[src/rtl/sata_txfis_regh2d.sv]
// SATA register host-to-device FIS transmitter.
// Streams the 5-word FIS to the link and resends it on failure or timeout.
module sata_txfis_regh2d #(
  parameter bit OPT_LITTLE_ENDIAN = 1'b0,
  parameter int MAX_RETRIES       = 3,
  parameter int LGTIMEOUT         = 20
) (
  input  logic        i_clk,
  input  logic        i_reset_n,
  input  logic        i_cmd_valid,
  output logic        o_cmd_ready,
  input  logic [7:0]  i_command,
  input  logic [15:0] i_features,
  input  logic [47:0] i_lba,
  input  logic [7:0]  i_device,
  input  logic [15:0] i_count,
  input  logic [7:0]  i_icc,
  input  logic [7:0]  i_control,
  input  logic        i_cbit,
  input  logic [3:0]  i_pmport,
  output logic        m_valid,
  input  logic        m_ready,
  output logic [31:0] m_data,
  output logic        m_last,
  input  logic        i_success,
  input  logic        i_failed,
  input  logic        i_link_ready,
  output logic        o_busy,
  output logic        o_done,
  output logic        o_err,
  output logic [1:0]  o_retries
);

  typedef enum logic [1:0] {
    IDLE, WAIT_LINK, SEND, WAIT_RESP
  } state_t;

  localparam logic [1:0] MAXR = 2'(MAX_RETRIES);
  // Timer starts at 0, so this value ends the 2^LGTIMEOUT-1 cycle window
  localparam logic [LGTIMEOUT-1:0] TLIM =
    {{(LGTIMEOUT-1){1'b1}}, 1'b0};

  state_t state;

  logic [7:0]  r_command;
  logic [15:0] r_features;
  logic [47:0] r_lba;
  logic [7:0]  r_device;
  logic [15:0] r_count;
  logic [7:0]  r_icc;
  logic [7:0]  r_control;
  logic        r_cbit;
  logic [3:0]  r_pmport;

  logic [2:0]           idx;
  logic [LGTIMEOUT-1:0] timer;
  logic                 timeout;
  logic                 hs;

  assign timeout = (timer == TLIM);
  assign hs      = m_valid && m_ready;

  function automatic logic [31:0] fis_word(input logic [2:0] n);
    logic [7:0] b0, b1, b2, b3;
    b0 = 8'h00;
    b1 = 8'h00;
    b2 = 8'h00;
    b3 = 8'h00;
    case (n)
      3'd0: {b0, b1, b2, b3} =
        {8'h27, r_cbit, 3'b000, r_pmport,
         r_command, r_features[7:0]};
      3'd1: {b0, b1, b2, b3} =
        {r_lba[7:0], r_lba[15:8],
         r_lba[23:16], r_device};
      3'd2: {b0, b1, b2, b3} =
        {r_lba[31:24], r_lba[39:32],
         r_lba[47:40], r_features[15:8]};
      3'd3: {b0, b1, b2, b3} =
        {r_count[7:0], r_count[15:8],
         r_icc, r_control};
      default: ;
    endcase
    if (OPT_LITTLE_ENDIAN)
      return {b3, b2, b1, b0};
    return {b0, b1, b2, b3};
  endfunction

  always_ff @(posedge i_clk) begin
    if (!i_reset_n) begin
      state       <= IDLE;
      o_cmd_ready <= 1'b0;
      m_valid     <= 1'b0;
      m_last      <= 1'b0;
      m_data      <= '0;
      o_busy      <= 1'b0;
      o_done      <= 1'b0;
      o_err       <= 1'b0;
      o_retries   <= 2'd0;
      idx         <= 3'd0;
      timer       <= '0;
    end else begin
      o_done <= 1'b0;
      o_err  <= 1'b0;
      unique case (state)
        IDLE: begin
          if (i_cmd_valid && o_cmd_ready) begin
            r_command   <= i_command;
            r_features  <= i_features;
            r_lba       <= i_lba;
            r_device    <= i_device;
            r_count     <= i_count;
            r_icc       <= i_icc;
            r_control   <= i_control;
            r_cbit      <= i_cbit;
            r_pmport    <= i_pmport;
            o_retries   <= 2'd0;
            o_cmd_ready <= 1'b0;
            o_busy      <= 1'b1;
            state       <= WAIT_LINK;
          end else begin
            o_cmd_ready <= 1'b1;
          end
        end
        WAIT_LINK: begin
          if (i_link_ready) begin
            idx     <= 3'd0;
            m_valid <= 1'b1;
            m_last  <= 1'b0;
            m_data  <= fis_word(3'd0);
            state   <= SEND;
          end
        end
        SEND: begin
          if (hs) begin
            if (idx == 3'd4) begin
              m_valid <= 1'b0;
              m_last  <= 1'b0;
              timer   <= '0;
              state   <= WAIT_RESP;
            end else begin
              idx    <= idx + 3'd1;
              m_data <= fis_word(idx + 3'd1);
              m_last <= (idx == 3'd3);
            end
          end
        end
        WAIT_RESP: begin
          if (i_success) begin
            o_done      <= 1'b1;
            o_busy      <= 1'b0;
            o_cmd_ready <= 1'b1;
            state       <= IDLE;
          end else if (i_failed || timeout) begin
            if (o_retries < MAXR) begin
              o_retries <= o_retries + 2'd1;
              state     <= WAIT_LINK;
            end else begin
              o_err       <= 1'b1;
              o_busy      <= 1'b0;
              o_cmd_ready <= 1'b1;
              state       <= IDLE;
            end
          end else begin
            timer <= timer + 1'b1;
          end
        end
      endcase
    end
  end

endmodule

[config.mk]
export PLATFORM = sky130hd
export DESIGN_NAME = sata_txfis_regh2d
export DESIGN_NICKNAME = d
export VERILOG_FILES = /design/src/rtl/sata_txfis_regh2d.sv
export SDC_FILE = /design/constraint.sdc
export NUM_CORES = 1
export LEC_CHECK = 0
export CAP_MARGIN = 20
export CORE_ASPECT_RATIO = 2
export CORE_MARGIN = 8
export CORE_UTILIZATION = 50
export CTS_CLUSTER_SIZE = 30
export DETAILED_ROUTE_END_ITERATION = 8
export GPL_TIMING_DRIVEN = 0
export PLACE_DENSITY = 0.86
export SLEW_MARGIN = 0
export SYNTH_ARGS = -nofsm -noshare
export SYNTH_HDL_FRONTEND = slang
export SYNTH_SLANG_ARGS = --single-unit
export TNS_END_PERCENT = 1
[constraint.sdc]
create_clock -name i_clk -period 11.51 [get_ports i_clk]
set_input_delay 3.453 -clock i_clk [delete_from_list [all_inputs] [get_ports i_clk]]
set_output_delay 3.453 -clock i_clk [all_outputs]
set_load 0.1 [all_outputs]
==> results of run 1 <==
-- routing by layer --
layer	wire length [um]	GRT usage [%]
met5	0	0
met4	990	13.58
met3	1169	5.481
met2	11850	40.93
met1	6710	20.85
-- critical path, stage by stage --
cell and delay, ns:
clkdlybuf4s50_1 0.53, clkbuf_1 0.44, inv_1 0.20, clkbuf_1 0.27, buf_1 0.36, nor2_4 0.47, buf_12 0.26, buf_12 0.24
-- state kept, by name, summed over array words and instances, names as in the netlist, 8 cells and up --
signal,count
r_control,8
m_data,32
r_features,16
r_lba,48
r_count,16
timer,20
r_icc,8
r_command,8
r_device,8
-- layout by cell type (no fill, tap or decap), drive strengths merged, types with 4 or more instances in the layout --
cell type	Yosys	routed
a31oi	7	7
and2	7	7
ha	13	13
edfxtp	117	117
or3	5	5
nor2b	4	4
a32o	4	4
clkinv	0	4
inv	14	24
nor3	24	24
a22oi	41	41
nand3	12	12
buf	8	11
nor4	6	6
or4	7	7
o21ai	12	12
clkdlybuf4s50	0	162
nand2b	4	4
a221oi	23	23
nand4	11	11
dfxtp	65	65
nor2	42	42
a21oi	22	22
o211ai	5	5
clkbuf	29	47
nand2	86	86
-- layout make-up --
| type | instances | share of cell area, % |
|---|---|---|
| flip-flops and latches | 182 | 48.99 |
| repair buffers | 165 | 17.11 |
| diodes | 3 | 0.07639 |
| well taps | 192 | 2.445 |
| clock buffers | 18 | 4.367 |
| inverters | 14 | 0.5348 |
| clock inverters | 14 | 1.681 |
| plain buffers | 37 | 1.668 |
| multi-input cells | 375 | 23.12 |
-- final timing paths --
kind | depth (start not counted) | slack (ns) | to | start
worst max-delay path | 8 | 5.36 | r_count[3] | i_reset_n
worst min-delay path | 1 | 0.47 | timer[10] | timer[10]
worst max register to register | 9 | 8.82 | m_data[20] | state[0]
worst min register to register | 1 | 0.47 | timer[10] | timer[10]
-- power groups by stage --
stage / clock [mW] / sequential (mW) / combinational, mW
after floorplan: 0 / 1.19 / 0.200
after global placement: 0 / 0.863 / 0.729
after detailed placement: 0 / 0.857 / 0.757
after CTS: 0.581 / 0.843 / 0.761
after global routing: 0.609 / 0.852 / 0.798
final: 0.577 / 0.845 / 0.762
-- kinds of logic after synthesis --
family / Yosys count / synth area share, %
AOI/OAI and AO/OA: 139 / 13.86
adders and majority gates: 13 / 2.230
DFF: 182 / 65.99
and+or+nand+nor: 221 / 14.70
buffers and inverters: 51 / 2.967
muxes: 1 / 0.1372
xor gates and xnor gates: 1 / 0.1201
-- through the flow --
stage	setup WS, ns	hold slack, ns	power [mW]
after detailed placement	4.950	0.4536	1.614
after global placement	-0.5018	0.4506	1.593
final	5.359	0.4690	2.184
after floorplan	1.755	0.4414	1.386
after CTS	5.387	0.4704	2.185
after global routing	5.222	0.4785	2.259
-- Yosys cell counts, drive strengths merged (2+ instances only) --
library cell | count | area (um^2)
a21o | 2 | 15.01
a21oi | 22 | 113.9
a221oi | 23 | 201.4
a22oi | 41 | 307.8
a31oi | 7 | 43.79
a32o | 4 | 40.04
a32oi | 2 | 17.52
and2 | 7 | 46.30
and3 | 3 | 18.77
and4 | 3 | 26.28
buf | 8 | 55.05
clkbuf | 29 | 108.9
dfxtp | 65 | 1301
edfxtp | 117 | 3513
ha | 13 | 162.7
inv | 14 | 52.55
nand2 | 86 | 322.8
nand2b | 4 | 25.02
nand3 | 12 | 60.06
nand4 | 11 | 83.83
nor2 | 42 | 157.7
nor2b | 4 | 25.02
nor3 | 24 | 131.4
nor4 | 6 | 37.54
o211ai | 5 | 37.54
o21a | 3 | 22.52
o21ai | 12 | 63.81
o22ai | 2 | 12.51
o31a | 3 | 26.28
o31ai | 3 | 22.52
o41ai | 2 | 17.52
or2 | 3 | 18.77
or3 | 5 | 31.28
or4 | 7 | 52.55
==> results.yml, run 1 <==
status:
  status: "finished clean"
cts:
  cts_root_buffer: "clkbuf_16"
  cts_buffers: 17
  post_cts_buffers: 0
  h-tree-depth: 4
  clock_sinks: 182
  cts-resized-gates: 0
  hold_buffers: 0
  clk_pin_slew_ns: 0.07
  insertion_delay_ns: 0.43
  cts_buffer_depth: 2
  cts_tree: "done"
final_layout:
  utilization_pct: 68.47
  finalNonFillerCells: 1000
  final_net_count: 929
  nFillCells: 993
  area_growth_syn_to_layout_pct: 34.69
  drive_above_1_share_pct: 6.211
  multi_input_area_um2: 2272
  design_area_um2: 9827
  regArea_um2: 4815
setup_path:
  path_class: "in2reg"
  worstPathMaxFanout: 39
  critPathCaptureType: "flop"
  start_kind: "input port"
  cp.arrival_ns: 6.27
  crit_required_ns: 11.62
sta:
  slew_headroom_pct: 27.27
  fin_crit_ns: 6.151
  fmax_ghz: 0.1626
  clock-skew-final_ns: 0.01656
  hold_viol: 0
  tns_ns: 0
  finalCritPeriodShare_pct: 53.44
  setup_viol: 0
  maxSlewViolCount: 0
  grt_setup_unrepaired: "no"
  tightest_slew_ns: 1.088
die:
  die_x_um: 101.4
  coreArea_um2: 14350
  die_h_um: 186.8
  rows: 62
  die-area_um2: 18950
  start_util_pct: 50.84
  io-pin-count: 164
job:
  cap_violations: 0
power:
  vdd_drop_max_v: 0.0001895
  powerDensity_nw_per_um2: 222.2
  power_leakage_nw: 3.437
  p_int_mw: 1.289
  p_sw_share_pct: 40.98
  p_comb_share_pct: 34.9
  seqPwrFrac_pct: 38.7
  switchingPower_mw: 0.8949
  power.share.clock_pct: 26.4
global_route:
  overflow: 0
  grt_start_max_net_pins: 42
  first_global_vias: 6289
  grt_usage_pct: 22.22
  grt_pass1_wl_um: 32110
  antenna_found_initial: 3
synth:
  synth_cell_types: 56
  synthArstFlopShare_pct: 0
  ys_warn_count: 0
  synth_fp_nets: 745
  ys.flop_type: "edfxtp_1"
  ys_ff_latch: 182
  yosysSeqAreaShare_pct: 65.99
  syn_inst: 608
  avgSynthCellArea_um2: 12.00
  synth_area_um2: 7296
  synth-edff-count: 117
placement:
  gp_congestion: 0.8709
  place_inst: 965
  dpl-instance-area_um2: 9225
  dpl.hpwl_um: 15730
  io_buffer_count: 162
drt:
  wirelength_um: 20720
  drt-pass1-iter-count: 5
  viasPerCell: 5.857
  drcViolationCount: 0
  num_vias: 5857
  final_antenna_net_count: 0
  drt-initial-drc-count: 398
  avgRoutedWirePerCell_um: 20.72
worst_hold_path:
  hp-class: "reg2reg"
(Power assumes the default switching activity.)
==> run 2: changes to the inputs <==
--- a/config.mk
+++ b/config.mk
@@ -8,11 +8,11 @@
 export CAP_MARGIN = 20
 export CORE_ASPECT_RATIO = 2
 export CORE_MARGIN = 8
-export CORE_UTILIZATION = 50
+export CORE_UTILIZATION = 45
 export CTS_CLUSTER_SIZE = 30
 export DETAILED_ROUTE_END_ITERATION = 8
 export GPL_TIMING_DRIVEN = 0
-export PLACE_DENSITY = 0.86
+export PLACE_DENSITY = 0.82
 export SLEW_MARGIN = 0
 export SYNTH_ARGS = -nofsm -noshare
 export SYNTH_HDL_FRONTEND = slang
==> constraint.sdc (replaced) <==
create_clock -name i_clk -period 5.55 [get_ports i_clk]
set_input_delay 1.665 -clock i_clk [delete_from_list [all_inputs] [get_ports i_clk]]
set_output_delay 1.665 -clock i_clk [all_outputs]
set_load 0.1 [all_outputs]
==> results.yml, run 2 (synthesized netlist as in run 1, its figures left out) <==
cts:
  h-tree-depth: 4
  cts_root_buffer: "clkbuf_16"
  cts_buffers: 17
  cts-resized-gates: 0
  cts_tree: "done"
  clock_sinks: 182
  clk_pin_slew_ns: 0.07
  hold_buffers: 0
  post_cts_buffers: 0
  cts_buffer_depth: 2
  insertion_delay_ns: 0.42
power:
  power_leakage_nw: 3.422
  power.share.clock_pct: 25.7
  p_int_mw: 2.659
  powerDensity_nw_per_um2: 454.7
  switchingPower_mw: 1.797
  vdd_drop_max_v: 0.0002754
  seqPwrFrac_pct: 39.0
  p_comb_share_pct: 35.3
  finalPower_mw: 4.456
  p_sw_share_pct: 40.32
placement:
  dpl.hpwl_um: 13720
  place_ws_ns: 0.6565
  io_buffer_count: 162
  gp_congestion: 0.8562
  dpl-instance-area_um2: 9240
setup_path:
  cp.arrival_ns: 4.65
  path_class: "in2reg"
  critPathCaptureType: "flop"
  crit_required_ns: 5.67
  worstPathMaxFanout: 37
  start_kind: "input port"
drt:
  drcViolationCount: 0
  avgRoutedWirePerCell_um: 18.66
  num_vias: 5696
  wirelength_um: 18830
  viasPerCell: 5.645
  drt-pass1-iter-count: 5
  drt-initial-drc-count: 428
  final_antenna_net_count: 0
global_route:
  met3_usage_pct: 6.277
  top_usage_layer: "met2"
  grt_usage_pct: 18.10
  first_global_vias: 5822
  antenna_found_initial: 0
  grt_pass1_wl_um: 29950
  use_met1_pct: 22.58
  use_met2_pct: 28.70
  overflow: 0
  grt_start_max_net_pins: 38
sta:
  fin_crit_ns: 4.524
  fmax_ghz: 0.2210
  hold_viol: 0
  finalCritPeriodShare_pct: 81.51
  maxSlewViolCount: 0
  setup_slack_ns: 1.026
  whs_ns: 0.4617
  slew_headroom_pct: 30.72
  grt_setup_unrepaired: "no"
  setup_viol: 0
  tightest_slew_ns: 1.036
  clock-skew-final_ns: 0.01043
die:
  die-area_um2: 20790
  coreArea_um2: 16100
  die_x_um: 106.0
  start_util_pct: 45.31
  die_h_um: 196.1
  rows: 66
  io-pin-count: 164
final_layout:
  largestRegisters: "r_lba (48), m_data (32), timer (20)"
  final_net_count: 929
  drive_above_1_share_pct: 6.211
  antenna_cells: 0
  final_cell_mix: "clkdlybuf4s50_1, edfxtp_1, nand2_1"
  regMostFlops: "r_lba"
  area_growth_syn_to_layout_pct: 34.32
  design_area_um2: 9799
  utilization_pct: 60.85
  final_common_cell: "clkdlybuf4s50_1"
  largest_reg_flops: 48
worst_hold_path:
  hp-class: "reg2reg"
status:
  status: "finished clean"
job:
  cap_violations: 0
==> run 2: cell types whose count changed in the layout (fill, tap and decap cells not counted) <==
| cell | change |
|---|---|
| diode_2 | -3 |
| clkinv_4 | +2 |
| clkinvlp_4 | +1 |
| clkinv_2 | +1 |
| clkinv_8 | -4 |
==> run 2: worst paths after layout <==
kind | from | end | slack (ns) | cells after the start
worst max-delay path | i_reset_n | r_lba[27] | 1.03 | 8
worst min-delay path | m_last | m_last | 0.46 | 2
worst max register to register | state[0] | m_data[10] | 2.94 | 9
worst min register to register | m_last | m_last | 0.46 | 2
==> run 2: power groups by stage <==
stage | Combinational (mW) | Sequential [mW] | Clock (mW)
after global placement | 1.52 | 1.76 | 0
after CTS | 1.57 | 1.74 | 1.16
final | 1.57 | 1.74 | 1.15
after floorplan | 0.418 | 2.44 | 0
after detailed placement | 1.56 | 1.76 | 0
after global routing | 1.66 | 1.75 | 1.21
==> run 2: critical path, cell delays in order <==
cell	delay, ns
clkdlybuf4s50_1	0.53
clkbuf_1	0.45
inv_1	0.27
clkbuf_1	0.32
buf_1	0.34
nor2_4	0.52
buf_12	0.29
buf_12	0.23
==> run 2: routing by layer <==
| layer | vias up | part of all wire (%) |
|---|---|---|
| li1 | 2677 | - |
| met1 | 2693 | 41 |
| met2 | 299 | 48 |
| met3 | 27 | 10 |
| met4 | 0 | 1.3 |
| met5 | - | 0 |
==> run 2: metrics by stage <==
stage               std cells  setup TNS, ns
finish                   1009              0
CTS                      1009              0
detailed placement        977              0
global placement          974         -85.15
floorplan                 608              0
global route             1009              0
==> run 2: area by class of cell <==
cell class	instances	area (um^2)
fill	1254	6304
sequential	182	4815
multi-input combinational	375	2272
timing repair buffer	165	1682
clock buffer	18	429.2
tap	204	255.2
buffer	37	163.9
clock inverter	14	130.1
inverter	14	52.55
